File: config.mk
export PLATFORM = sky130hd
export DESIGN_NAME = riscv_crypto_fu_aes32_pipe
export DESIGN_NICKNAME = d
export VERILOG_FILES = /design/src/rtl/riscv_crypto_aes32_pkg.sv /design/src/rtl/riscv_crypto_aes_mixcol_byte.sv /design/src/rtl/riscv_crypto_aes_sbox.sv /design/src/rtl/riscv_crypto_fu_aes32_pipe.sv
export SDC_FILE = /design/constraint.sdc
export NUM_CORES = 1
export LEC_CHECK = 0
export CAP_MARGIN = 20
export CELL_PAD_IN_SITES_DETAIL_PLACEMENT = 0
export CELL_PAD_IN_SITES_GLOBAL_PLACEMENT = 1
export CORE_UTILIZATION = 30
export DETAILED_ROUTE_END_ITERATION = 8
export PLACE_DENSITY = 0.56
export SYNTH_ARGS = -nofsm -noshare
export SYNTH_HDL_FRONTEND = slang
export SYNTH_SLANG_ARGS = --single-unit
File: constraint.sdc
create_clock -name g_clk -period 3.2 [get_ports g_clk]
set_clock_uncertainty 0.1 [all_clocks]
set_input_delay 0.96 -clock g_clk [delete_from_list [all_inputs] [get_ports g_clk]]
set_output_delay 0.96 -clock g_clk [all_outputs]
set_load 0.01 [all_outputs]
File: src/rtl/riscv_crypto_aes32_pkg.sv
// ---------------------------------------------------------------------------
// riscv_crypto_aes32_pkg
// Shared definitions for the 32-bit AES round unit: operation encodings,
// operation field positions, the stage-1 register struct and the GF(2^8)
// helpers used by the S-box and column-multiply logic.
// ---------------------------------------------------------------------------
package riscv_crypto_aes32_pkg;

   localparam logic [1:0] AES32_OP_ESI  = 2'b00;
   localparam logic [1:0] AES32_OP_ESMI = 2'b01;
   localparam logic [1:0] AES32_OP_DSI  = 2'b10;
   localparam logic [1:0] AES32_OP_DSMI = 2'b11;

   localparam int AES32_OP_DEC = 1;
   localparam int AES32_OP_MIX = 0;

   // Stage-1 payload: S-box output plus the fields stage 2 still needs.
   typedef struct packed {
      logic [31:0] rs1;
      logic [7:0]  s;
      logic [1:0]  bs;
      logic [1:0]  op;
   } aes32_s1_t;

   // Multiply by x modulo x^8+x^4+x^3+x+1 (0x11B).
   function automatic logic [7:0] aes_xtime(input logic [7:0] a);
      return {a[6:0], 1'b0} ^ (a[7] ? 8'h1b : 8'h00);
   endfunction

   function automatic logic [7:0] aes_gf_mul(input logic [7:0] a, input logic [7:0] b);
      logic [7:0] p;
      logic [7:0] aa;
      p  = 8'h00;
      aa = a;
      for (int i = 0; i < 8; i++) begin
         if (b[i]) p = p ^ aa;
         aa = aes_xtime(aa);
      end
      return p;
   endfunction

   // Multiplicative inverse as a^254 (a^2 * a^4 * ... * a^128); maps 0 to 0.
   function automatic logic [7:0] aes_gf_inv(input logic [7:0] a);
      logic [7:0] sq;
      logic [7:0] acc;
      sq  = a;
      acc = 8'h01;
      for (int i = 1; i < 8; i++) begin
         sq  = aes_gf_mul(sq, sq);
         acc = aes_gf_mul(acc, sq);
      end
      return acc;
   endfunction

   function automatic logic [7:0] aes_rol8(input logic [7:0] a, input int n);
      logic [15:0] t;
      t = {a, a} << n;
      return t[15:8];
   endfunction

endpackage

File: src/rtl/riscv_crypto_aes_mixcol_byte.sv
// ---------------------------------------------------------------------------
// riscv_crypto_aes_mixcol_byte
// One column of (Inv)MixColumns applied to a single non-zero byte position.
//   s   : S-box output byte
//   dec : 1 selects InvMixColumns coefficients
//   m   : column word, most significant byte first
//         enc {3s, s, s, 2s}   dec {0B s, 0D s, 09 s, 0E s}
// ---------------------------------------------------------------------------
module riscv_crypto_aes_mixcol_byte
   import riscv_crypto_aes32_pkg::*;
(
   input  logic [7:0]  s,
   input  logic        dec,
   output logic [31:0] m
);
   logic [7:0] x2, x4, x8;

   // Shared xtime chain; every coefficient is an XOR of these terms.
   assign x2 = aes_xtime(s);
   assign x4 = aes_xtime(x2);
   assign x8 = aes_xtime(x4);

   always_comb begin
      if (dec) m = {x8 ^ x2 ^ s, x8 ^ x4 ^ s, x8 ^ s, x8 ^ x4 ^ x2};
      else     m = {x2 ^ s, s, s, x2};
   end
endmodule

File: src/rtl/riscv_crypto_aes_sbox.sv
// ---------------------------------------------------------------------------
// riscv_crypto_aes_fwd_sbox / riscv_crypto_aes_inv_sbox
// Combinational AES S-boxes built from the GF(2^8) inverse and the affine map.
//   in : input byte
//   fx : substituted byte
// ---------------------------------------------------------------------------
module riscv_crypto_aes_fwd_sbox
   import riscv_crypto_aes32_pkg::*;
(
   input  logic [7:0] in,
   output logic [7:0] fx
);
   logic [7:0] inv;

   assign inv = aes_gf_inv(in);
   assign fx  = inv ^ aes_rol8(inv, 1) ^ aes_rol8(inv, 2) ^ aes_rol8(inv, 3)
              ^ aes_rol8(inv, 4) ^ 8'h63;
endmodule

module riscv_crypto_aes_inv_sbox
   import riscv_crypto_aes32_pkg::*;
(
   input  logic [7:0] in,
   output logic [7:0] fx
);
   logic [7:0] aff;

   // Inverse affine map first, then field inversion.
   assign aff = aes_rol8(in, 1) ^ aes_rol8(in, 3) ^ aes_rol8(in, 6) ^ 8'h05;
   assign fx  = aes_gf_inv(aff);
endmodule

File: src/rtl/riscv_crypto_fu_aes32_pipe.sv
// ---------------------------------------------------------------------------
// riscv_crypto_fu_aes32_pipe
// Two-stage AES32 round unit (aes32esi/esmi/dsi/dsmi).
//   g_clk, g_resetn : clock, async active-low reset
//   flush           : kill in-flight ops (stage 2 too when FLUSH_OUT=1)
//   in_valid/ready  : issue handshake; in_rs1 accumulator, in_rs2 byte
//                     source, in_bs byte select, in_op operation
//   out_valid/ready : result handshake; out_rd result
// Stage 1 registers the selected byte's S-box output; stage 2 applies the
// optional column multiply, rotates by bs bytes and XORs into rs1.
// ---------------------------------------------------------------------------
module riscv_crypto_fu_aes32_pipe
   import riscv_crypto_aes32_pkg::*;
#(
   parameter bit FLUSH_OUT = 1'b1
) (
   input  logic        g_clk,
   input  logic        g_resetn,
   input  logic        flush,
   input  logic        in_valid,
   output logic        in_ready,
   input  logic [31:0] in_rs1,
   input  logic [31:0] in_rs2,
   input  logic [1:0]  in_bs,
   input  logic [1:0]  in_op,
   output logic        out_valid,
   input  logic        out_ready,
   output logic [31:0] out_rd
);
   localparam int STAGES = 2;

   // vld_pipe[1] = stage-1 occupied, vld_pipe[2] = result held in out_rd.
   logic [STAGES:1] vld_pipe;
   aes32_s1_t       s1_q;

   logic        s1_ready, s2_ready, s1_load, s1_move;
   logic [7:0]  sb_in, sb_fwd, sb_inv;
   logic [31:0] col, m, m_rot, rd_next;

   // Ready chain depends only on state, out_ready and flush, never in_valid.
   assign s2_ready  = !vld_pipe[2] || out_ready;
   assign s1_ready  = !vld_pipe[1] || s2_ready;
   assign in_ready  = s1_ready && !flush;
   assign s1_load   = in_valid && in_ready;
   assign s1_move   = vld_pipe[1] && s2_ready;
   assign out_valid = vld_pipe[2];

   // ---------------- stage 1: byte select + S-box ----------------
   always_comb begin
      sb_in = in_rs2[7:0];
      case (in_bs)
         2'd1:    sb_in = in_rs2[15:8];
         2'd2:    sb_in = in_rs2[23:16];
         2'd3:    sb_in = in_rs2[31:24];
         default: sb_in = in_rs2[7:0];
      endcase
   end

   riscv_crypto_aes_fwd_sbox u_fwd_sbox (.in(sb_in), .fx(sb_fwd));
   riscv_crypto_aes_inv_sbox u_inv_sbox (.in(sb_in), .fx(sb_inv));

   // Payload needs no reset: it is only observed behind vld_pipe.
   always_ff @(posedge g_clk) begin
      if (s1_load) begin
         s1_q.rs1 <= in_rs1;
         s1_q.s   <= in_op[AES32_OP_DEC] ? sb_inv : sb_fwd;
         s1_q.bs  <= in_bs;
         s1_q.op  <= in_op;
      end
   end

   // ---------------- stage 2: mix, rotate, xor ----------------
   riscv_crypto_aes_mixcol_byte u_mixcol (
      .s   (s1_q.s),
      .dec (s1_q.op[AES32_OP_DEC]),
      .m   (col)
   );

   assign m = s1_q.op[AES32_OP_MIX] ? col : {24'h0, s1_q.s};

   // Rotate left by 8*bs.
   always_comb begin
      m_rot = m;
      case (s1_q.bs)
         2'd1:    m_rot = {m[23:0], m[31:24]};
         2'd2:    m_rot = {m[15:0], m[31:16]};
         2'd3:    m_rot = {m[7:0],  m[31:8]};
         default: m_rot = m;
      endcase
   end

   assign rd_next = s1_q.rs1 ^ m_rot;

   // ---------------- valid bits and result ----------------
   always_ff @(posedge g_clk or negedge g_resetn) begin
      if (!g_resetn) begin
         vld_pipe <= '0;
         out_rd   <= 32'h0;
      end else if (flush) begin
         // Stage-1 contents are dropped, so nothing moves into stage 2.
         vld_pipe[1] <= 1'b0;
         if (FLUSH_OUT)      vld_pipe[2] <= 1'b0;
         else if (out_ready) vld_pipe[2] <= 1'b0;
      end else begin
         if (s1_load)      vld_pipe[1] <= 1'b1;
         else if (s1_move) vld_pipe[1] <= 1'b0;

         if (s1_move) begin
            vld_pipe[2] <= 1'b1;
            out_rd      <= rd_next;
         end else if (out_ready) begin
            vld_pipe[2] <= 1'b0;
         end
      end
   end

endmodule

# After elaboration in Yosys (flattened, before gate mapping)
# Cells that the tools add are included.
[totals] regBits=78 input_bits=73 word_cells=841
[op_classes] n_eq_ne=6 n_mux=419 bitwise=398 n_reduce_logical=11
[ops] cell="$xor 8x8->8" count=380
[ops] cell="$mux 8" count=211
[ops] cell="$mux 5" count=187
[ops] cell="$pmux 32 s3" count=1
[ops] cell="$mux 32" count=2
[ops] cell="$xor 32x32->32" count=1
[ops] cell="$pmux 8 s3" count=1
[ops] cell="$mux 7" count=2
[ops] cell="$not 1->1 const A" count=14
[ops] cell="$mux 6" count=2
[ops] cell="$eq 2x2->1 const B" count=4
[ops] cell="$mux 4" count=2
[ops] cell="$mux 1" count=6
[ops] cell="$mux 2" count=3
[ops] cell="$mux 3" count=2
[ops] cell="$reduce_bool 3->1" count=2
[ops] cell="$eq 2x1->1 const B" count=2
[ops] cell="$not 4->4" count=1
[ops] cell="$logic_and 1x1->1" count=3
[ops] cell="$logic_not 1->1" count=3
[ops] cell="$logic_or 1x1->1" count=2
[ops] cell="$not 2->2" count=1
[ops] cell="$reduce_and 2->1" count=1
[ops] cell="$not 1->1" count=1

# Longest topological paths before layout
# Gate-level depths: netlist of the first run.
[depth] word_depth=135 ltp_mapped=66 ltp_nobuf=55

# Hierarchy
# A second synthesis of the first run with hierarchy kept.
[hier_totals] cells_unflattened=4553 hier_area_um2=35562.9
[by_module_without_submodules] module="riscv_crypto_aes_inv_sbox" instances=1 cells_per_inst=2149 area_each_um2=15462.3
[by_module_without_submodules] module="riscv_crypto_aes_fwd_sbox" instances=1 cells_per_inst=1942 area_each_um2=15220.8
[by_module_without_submodules] module="riscv_crypto_fu_aes32_pipe" instances=1 cells_per_inst=379 area_each_um2=4244.1
[by_module_without_submodules] module="riscv_crypto_aes_mixcol_byte" instances=1 cells_per_inst=83 area_each_um2=635.6

# Least setup slack after synthesis of the first run
# OpenSTA, ideal clock, no wires.
[synth_path] path_type="input to register" startpoint="input port in_bs[1]" endpoint="register s1_q[5] (netlist name)" setup_ns=0.260 arrival_time_ns=16.544 slack_ns=-13.703 stages=62 cell_sequence="buf_6 -> mux2_2 -> inv_4 -> buf_4 -> clkbuf_1 -> ha_1 -> xor2_2 -> mux2i_1 -> xnor2_1 -> inv_2 -> ha_1 -> clkbuf_1 -> xnor2_1 -> xnor2_1 -> mux2i_1 -> a211oi_1 -> xor2_1 -> buf_2 -> [26 not listed] -> mux2_2 -> or3_1 -> o221ai_1 -> nor3_1 -> or4_1 -> and3_4 -> o21ai_2 -> a21boi_2 -> xnor2_4 -> xnor3_2 -> nor2_2 -> xnor2_1 -> xnor3_1 -> xnor3_1 -> xor2_2 -> xor3_1 -> xnor3_1 -> mux2_2"
[synth_via] elab_chain_len=132 elab_cells_between_ends=783 classes_between="3 x eq/ne; 408 x mux; 372 x bitwise"
[synth_rtl] element="from (decl)" line_no="riscv_crypto_fu_aes32_pipe.sv:24" rtl="input logic [1:0] in_bs,"
[synth_rtl] element="$eq 2x2->1 or $eq 2x1->1 (tied branches)" line_no="riscv_crypto_fu_aes32_pipe.sv:51" rtl="case (in_bs)"
[synth_rtl] element="$pmux 8 s3 (*)" line_no="riscv_crypto_fu_aes32_pipe.sv:51"
[synth_rtl] element="$mux 5 (tied with other cells)" line_no="riscv_crypto_aes32_pkg.sv:27" rtl="return {a[6:0], 1'b0} ^ (a[7] ? 8'h1b : 8'h00);"
[synth_rtl] element="$xor 8x8->8, on equally long branches" line_no="riscv_crypto_aes32_pkg.sv:27, riscv_crypto_aes32_pkg.sv:36"
[synth_rtl] element="$xor 8x8->8 or $mux 8 (tied branches)" line_no="riscv_crypto_aes32_pkg.sv:36" rtl="if (b[i]) p = p ^ aa;"
[synth_rtl] element="$mux 8 or $xor 8x8->8 (tied branches)" line_no="riscv_crypto_aes32_pkg.sv:36"
[synth_rtl] element="$xor 8x8->8 or $mux 8 (tied branches)" line_no="riscv_crypto_aes32_pkg.sv:36"
[synth_rtl] element="$mux 8 or $xor 8x8->8 (tied branches)" line_no="riscv_crypto_aes32_pkg.sv:36"
[synth_rtl] element="[114 not listed]"
[synth_rtl] element="$xor 8x8->8" line_no="riscv_crypto_aes32_pkg.sv:36"
[synth_rtl] element="$mux 8" line_no="riscv_crypto_aes32_pkg.sv:36"
[synth_rtl] element="$xor 8x8->8" line_no="riscv_crypto_aes32_pkg.sv:36"
[synth_rtl] element="$mux 8" line_no="riscv_crypto_aes32_pkg.sv:36"
[synth_rtl] element="$xor 8x8->8 (3 in a row)" line_no="riscv_crypto_aes_sbox.sv:16" rtl="assign fx = inv ^ aes_rol8(inv, 1) ^ aes_rol8(inv, 2) ^ aes_rol8(inv, 3)"
[synth_rtl] element="$xor 8x8->8" line_no="riscv_crypto_aes_sbox.sv:17" rtl="^ aes_rol8(inv, 4) ^ 8'h63;"
[synth_rtl] element="$not 4->4 (no line)"
[synth_rtl] element="$mux 8 (*)" line_no="riscv_crypto_fu_aes32_pipe.sv:66" rtl="s1_q.s <= in_op[AES32_OP_DEC] ? sb_inv : sb_fwd;"
# Every way passes the cells marked *; elsewhere a longest branch is shown, timed or not.
# A chain may end at the register's enable or synchronous reset.

# Final worst setup path of the first run
[layout_path] startpoint="input port in_bs[1]" endpoint="register s1_q[9] (netlist name)"
[layout_via] elab_chain_len=132 elab_cells_between_ends=782 classes_between="3 x eq/ne; 407 x mux; 372 x bitwise"
[layout_rtl] element="$eq 2x2->1 or $eq 2x1->1 (tied branches)" line_no="riscv_crypto_fu_aes32_pipe.sv:51"
[layout_rtl] element="$pmux 8 s3 (*)" line_no="riscv_crypto_fu_aes32_pipe.sv:51"
[layout_rtl] element="$mux 5 (tied with other cells)" line_no="riscv_crypto_aes32_pkg.sv:27"
[layout_rtl] element="$xor 8x8->8, on equally long branches" line_no="riscv_crypto_aes32_pkg.sv:27, riscv_crypto_aes32_pkg.sv:36"
[layout_rtl] element="$xor 8x8->8 or $mux 8 (tied branches)" line_no="riscv_crypto_aes32_pkg.sv:36"
[layout_rtl] element="$mux 8 or $xor 8x8->8 (tied branches)" line_no="riscv_crypto_aes32_pkg.sv:36"
[layout_rtl] element="$xor 8x8->8 or $mux 8 (tied branches)" line_no="riscv_crypto_aes32_pkg.sv:36"
[layout_rtl] element="$mux 8 or $xor 8x8->8 (tied branches)" line_no="riscv_crypto_aes32_pkg.sv:36"
[layout_rtl] element="[114 not listed]"
[layout_rtl] element="$xor 8x8->8" line_no="riscv_crypto_aes32_pkg.sv:36"
[layout_rtl] element="$mux 8" line_no="riscv_crypto_aes32_pkg.sv:36"
[layout_rtl] element="$xor 8x8->8" line_no="riscv_crypto_aes32_pkg.sv:36"
[layout_rtl] element="$mux 8" line_no="riscv_crypto_aes32_pkg.sv:36"
[layout_rtl] element="$xor 8x8->8 (3 in a row)" line_no="riscv_crypto_aes_sbox.sv:16"
[layout_rtl] element="$xor 8x8->8" line_no="riscv_crypto_aes_sbox.sv:17"
[layout_rtl] element="$not 4->4 (no line)"
[layout_rtl] element="$mux 8 (*)" line_no="riscv_crypto_fu_aes32_pipe.sv:66"
# Marked as above.

==> results of run 1 <==
==> area by class of cell <==
class / count / area [um2]
timing repair buffer: 1567 / 12700
fill: 10900 / 59500
multi-input combinational: 3910 / 32400
inverter: 52 / 203
clock buffer: 10 / 250
sequential: 78 / 2170
tap: 1414 / 1770
clock inverter: 6 / 48.8
==> metal layers <==
metal	vias to the layer above	routed length [um]
met4	0	1180
met3	63	2870
met5	-	0
li1	17600	-
met2	538	58400
met1	16700	58400
==> worst paths after layout <==
check / slack [ns] / startpoint / to
worst max-delay path: -11.17 / in_bs[1] / s1_q[9]
worst min-delay path: 0.38 / out_rd[17] / out_rd[17]
worst max register to register: 0.39 / s1_q[6] / out_rd[20]
worst min register to register: 0.38 / out_rd[17] / out_rd[17]
max in group asynchronous: 1.92 / g_resetn / out_rd[24]
min in group asynchronous: 0.59 / g_resetn / out_rd[29]
==> timing repair <==
action	in CTS	in global routing
pin swaps	224	53
gates cloned	3	0
buffers inserted	142	28
setup endpoints to repair	9	8
resized for setup	359	81
==> metrics by stage <==
stage	instance area (um2)	instances	util	worst slack, ns	hold WS, ns
5_1_grt	49500	7037	0.454	-11.69	0.398
4_1_cts	48900	7010	0.448	-11.02	0.385
3_5_place_dp	45700	6852	0.419	-12.44	0.369
3_3_place_gp	45700	6852	0.419	-12.44	0.359
2_1_floorplan	34100	4342	-	-11.58	0.404
6_report	49500	7037	0.454	-11.17	0.376
==> registers in the layout, summed over array words and instances, names as in the netlist <==
register  cells
s1_q         44
out_rd       32
vld_pipe      2
==> cell families after synthesis <==
| kind of cell | synth area share |
|---|---|
| adders and majority gates | 0.00553 |
| DFF | 0.0658 |
| muxes | 0.0490 |
| buffers and inverters | 0.0456 |
| AOI/OAI and AO/OA | 0.175 |
| and+or+nand+nor | 0.207 |
| xor gates and xnor gates | 0.452 |
==> worst reg2reg max path, cell delays in order (launching register included) <==
cell and delay [ns]:
edfxtp_1 0.55, xor2_1 0.55, xnor2_1 0.18, nand2_1 0.11, xnor2_1 0.18, nor2_1 0.11, a21oi_1 0.05, o21ai_0 0.41
o21ai_0 0.20, xor2_1 0.17, o21ai_0 0.14
==> layout by cell type, fill, tap and decap left out, drive strengths merged, types with 23 or more instances in the layout <==
| cell | Yosys | routed |
|---|---|---|
| a31oi | 38 | 38 |
| edfxtp | 44 | 44 |
| a22oi | 27 | 27 |
| or3 | 27 | 27 |
| o22ai | 53 | 53 |
| mux2 | 23 | 23 |
| and2 | 35 | 35 |
| nor2 | 611 | 612 |
| mux2i | 115 | 115 |
| nand3 | 99 | 99 |
| a211oi | 31 | 31 |
| nand2 | 476 | 476 |
| xnor2 | 841 | 841 |
| inv | 45 | 49 |
| o21ai | 230 | 230 |
| dfrtp | 34 | 34 |
| a21oi | 216 | 216 |
| o211ai | 38 | 38 |
| and3 | 31 | 31 |
| nor3 | 141 | 141 |
| xor2 | 266 | 266 |
| nand2b | 35 | 35 |
| buf | 108 | 1462 |
| xnor3 | 182 | 182 |
| clkdlybuf4s50 | 0 | 94 |
==> summary.md, run 1 <==
| Metric | Value |
|---|---|
| Layout cells sized above 1 | 0.368 |
| Met2 global-route usage | 0.372 |
| Largest net degree at the start of global routing | 59 |
| Via count | 34,900 |
| Area of the core | 0.109 mm2 |
| Routability cong. | 0.884 |
| Cell area after synthesis | 0.0330 mm2 |
| Relative slew margins | 0.460 |
| Most common library cells after synthesis | xnor2_1, nor2_1, nand2_1 |
| Seq/Total Area, Yosys | 0.0658 |
| Most common cell in the synthesized netlist | xnor2_1 |
| Initial Util | 0.303 |
| Die width | 334 um |
| Clk root buf | clkbuf_16 |
| Vias per cell | 4.95 |
| Iter 0 DRT Violations | 1,817 |
| CP Max Fanout | 7 |
| Syn Nets | 4,428 |
| N_diodes | 0 |
| WP depth | 60 |
| Hold Path Stages | 2 |
| Drt drc | 0 |
| CP Launch Type | primary input |
| Worst min path class | reg2reg |
| Worst Reg-to-Reg Cells | 10 |
| CP max stage cell | mux4_2 |
| Area grow syn2layout | 49.9% |
| Maximum buffer depth of the clock tree | 2 |
| Met1 usage | 0.299 |
| Die Y | 334 um |
| CTS tree | done |
| Overflow after GRT | 0 |
| Post-synth EDFFs | 44 |
| Initial antenna violation count | 0 |
| Site Rows | 121 |
| Yosys top cell by area | xnor2_1 |
| Nature of the critical path endpoint | flip-flop |
| CP required | 3.20 ns |
| CP peak stage delay | 0.57 ns |
| Cells after Synth | 4,342 |
| Post-synthesis area per instance | 7.60 um2 |
| Detailed-router iteration count before antenna repair | 6 |
| Post-synth cell types | 116 |
| Failing checks | setup timing |
| Tcrit/Tclk final | 4.49 |
| IO Count | 107 |
| Critical path's top delay family | XOR/XNOR gates |
| Slew Limit Fails | 0 |
| CTS Buf Count | 9 |
| Vias in the first global route | 34,600 |
| Slew @ Worst Pin | 0.804 ns |
| Max_cap viols | 0 |
| Synth top area share | 0.210 |
| Primary FF master, synth | edfxtp_1 |
| H-tree depth | 3 |
| Routed WL | 121 mm |
| Final ANT Viol Nets | 0 |
| Asr flop ratio synth | 0.436 |
| Grt met3 use | 0.00638 |
| Unrepaired setup endpoints after global routing | yes |
| Post-detailed-placement half-perimeter wirelength | 95.3 mm |
| First-pass GRT wire length | 194 mm |
| Max Freq | 69.6 MHz |
| Clk slew on worst S/H paths | 0.07 ns |
| Final WS setup | -11.17 ns |
| Clock tree sinks | 78 |
| Buf+Inv Stages, Crit Path | 13 |
| Setup Total Neg Slack | -88.75 ns |
| Status | finished with violations |
| Final setup fails | 8 |
| Hold-fix buffers, CTS | 0 |
| Clk_lat worst skew | 0.34 ns |
| Buffers on Ports | 106 |
| Fin. Hold Viols | 0 |
| Worst EP arrival | 14.37 ns |
| Ys Warns | 0 |
| GRT Total Usage | 0.213 |
| GRT busiest layer | met2 |
| Nets | 5,704 |
| Crit Path Class | in2reg |
| Register bit total from synthesis | 78 |
| Die area | 0.111 mm2 |
| Top area cells in the synthesized netlist | xnor2_1, xnor3_1, nor2_1 |
| Final min period | 14.37 ns |
| Drt wl/cell | 17.2 um |
Power of run 1 is left out: the tool's default activity adds up to more than one toggle a clock period on the data nets, which glitch-free logic cannot reach.
==> run 2, diff against run 1 <==
Settings changed: CORE_ASPECT_RATIO set to 1.25, SETUP_SLACK_MARGIN set to 0.2.
==> summary.md, run 2 (synthesized netlist as in run 1, its figures left out) <==
| Metric | Value |
|---|---|
| Reg area | 0.00217 mm2 |
| Worst R2R End | out_rd[19] |
| Relative slew margins | 0.458 |
| Failing checks | setup timing |
| Post-layout util | 0.461 |
| Clk_lat worst skew | 0.34 ns |
| Iter 0 DRT Violations | 1,569 |
| Die width | 299 um |
| CP Max Fanout | 5 |
| Leading cell types in the layout, fill and taps excluded | buf_4, xnor2_1, nor2_1 |
| Drt wl/cell | 17.3 um |
| Worst slack, placed | -12.46 ns |
| Worst Reg-to-Reg Cells | 10 |
| Die Y | 373 um |
| Slew @ Worst Pin | 0.813 ns |
| Top Registers | s1_q x44, out_rd x32, vld_pipe x2 |
| Nets | 5,724 |
| Slew Limit Fails | 0 |
| Final setup fails | 8 |
| Area of the multi-input gates | 0.0327 mm2 |
| Hold Path Stages | 2 |
| R2R setup slack | 0.52 ns |
| Most common cell after layout, fill and taps aside | buf_4 |
| Overflow after GRT | 0 |
| Crit Path Class | in2reg |
| Max reg flops | 44 |
| Post-route insts no fill | 7,081 |
| Post-detailed-placement half-perimeter wirelength | 96.9 mm |
| Routed WL | 122 mm |
| Drt drc | 0 |
| Fillers | 10,900 |
| Max_cap viols | 0 |
| Maximum buffer depth of the clock tree | 2 |
| Area of the core | 0.109 mm2 |
| Hold-fix buffers, CTS | 0 |
| IO Count | 107 |
| Initial antenna violation count | 0 |
| Worst EP arrival | 14.33 ns |
| CTS Buf Count | 9 |
| Buffers on Ports | 106 |
| Layout cells sized above 1 | 0.376 |
| Hold Crit Start | out_rd[15] |
| Worst Setup SP | in_bs[1] |
| Worst min path class | reg2reg |
| Status | finished with violations |
| Fin. Hold Viols | 0 |
| CP peak stage delay | 0.55 ns |
| Via count | 35,000 |
| Vias in the first global route | 35,200 |
| Final WS setup | -11.04 ns |
| Reg2reg start | s1_q[5] |
| Biggest register | s1_q |
| Clk slew on worst S/H paths | 0.06 ns |
| CP required | 3.29 ns |
| Largest net degree at the start of global routing | 59 |
| Tcrit/Tclk final | 4.45 |
| Clock tree sinks | 78 |
| Dpl cells | 6,877 |
| Routability cong. | 0.874 |
| Vias per cell | 4.94 |
| Initial Util | 0.303 |
| Site Rows | 135 |
| Area grow syn2layout | 52.0% |
| Unrepaired setup endpoints after global routing | yes |
| CTS tree | done |
| Detailed-router iteration count before antenna repair | 5 |
| CP max stage cell | mux4_2 |
| Hold EP | out_rd[15] |
| Setup Total Neg Slack | -87.97 ns |
| First-pass GRT wire length | 195 mm |
| CP dominant cell by count | buf_6 |
| Nature of the critical path endpoint | flip-flop |
| CP Launch Type | primary input |
| Final ANT Viol Nets | 0 |
| Final min period | 14.24 ns |
| Die area | 0.111 mm2 |
| GRT Total Usage | 0.213 |
| H-tree depth | 3 |
| Max Freq | 70.2 MHz |
| Clk root buf | clkbuf_16 |
## run 2: cell count changes in the layout (fill, tap and decap cells not counted), moves of 5 or more
cell	change
buf_6	+27
xor2_4	+8
buf_12	+7
nor3_4	+7
xor2_1	-12
nor3_2	-5
buf_4	-15
## run 2: how the worst max path moves through the flow
stage	endpoint	slack, ns	cells past startpoint
floorplan	s1_q[9]	-11.58	62
global placement	s1_q[7]	-12.53	58
detailed placement	s1_q[7]	-12.46	57
CTS	s1_q[4]	-11.00	59
global route	s1_q[9]	-11.67	62
finish	s1_q[4]	-11.04	62
## run 2: cell type report
class                           instances  share of cell area
Clock inverter                          2            0.000773
Clock buffer                           13             0.00539
Inverter                               52             0.00421
Multi-Input combinational cell       3909               0.651
Sequential cell                        78              0.0433
Antenna cell                            1           0.0000499
Tap cell                             1438              0.0359
Timing Repair Buffer                 1588               0.259
## run 2: critical path, delay by kind of cell
kind / cells / cell delay (ns)
and+or+nand+nor: 10 / 1.74
AOI/OAI and AO/OA: 4 / 0.78
buffers and inverters: 17 / 2.40
muxes: 4 / 1.13
adders and majority gates: 1 / 0.33
xor gates and xnor gates: 26 / 6.96
## run 2: layer usage
metal / wire (um) / up-vias / GRT usage
met1: 53000 / 16800 / 0.262
li1: - / 17600 / -
met2: 64800 / 437 / 0.409
met3: 2050 / 132 / 0.00652
met5: 0 / - / 0
met4: 2460 / 0 / 0.0388
## run 2: metrics by stage
step	cell area [um2]	hold WS [ns]
final	50200	0.375
after global routing	50200	0.400
after CTS	48900	0.384
after detailed placement	45800	0.370
after global placement	45800	0.361
after floorplan	34100	0.404
## run 2: timing repair
| item | CTS | global route |
|---|---|---|
| pin swaps | 181 | 111 |
| setup endpoints to repair | 9 | 10 |
| gates cloned | 0 | 1 |
| resized for setup | 368 | 157 |
| endpoints found under the hold margin | 0 | 0 |
| buffers inserted | 133 | 54 |
Power of run 2 is left out for the same reason.
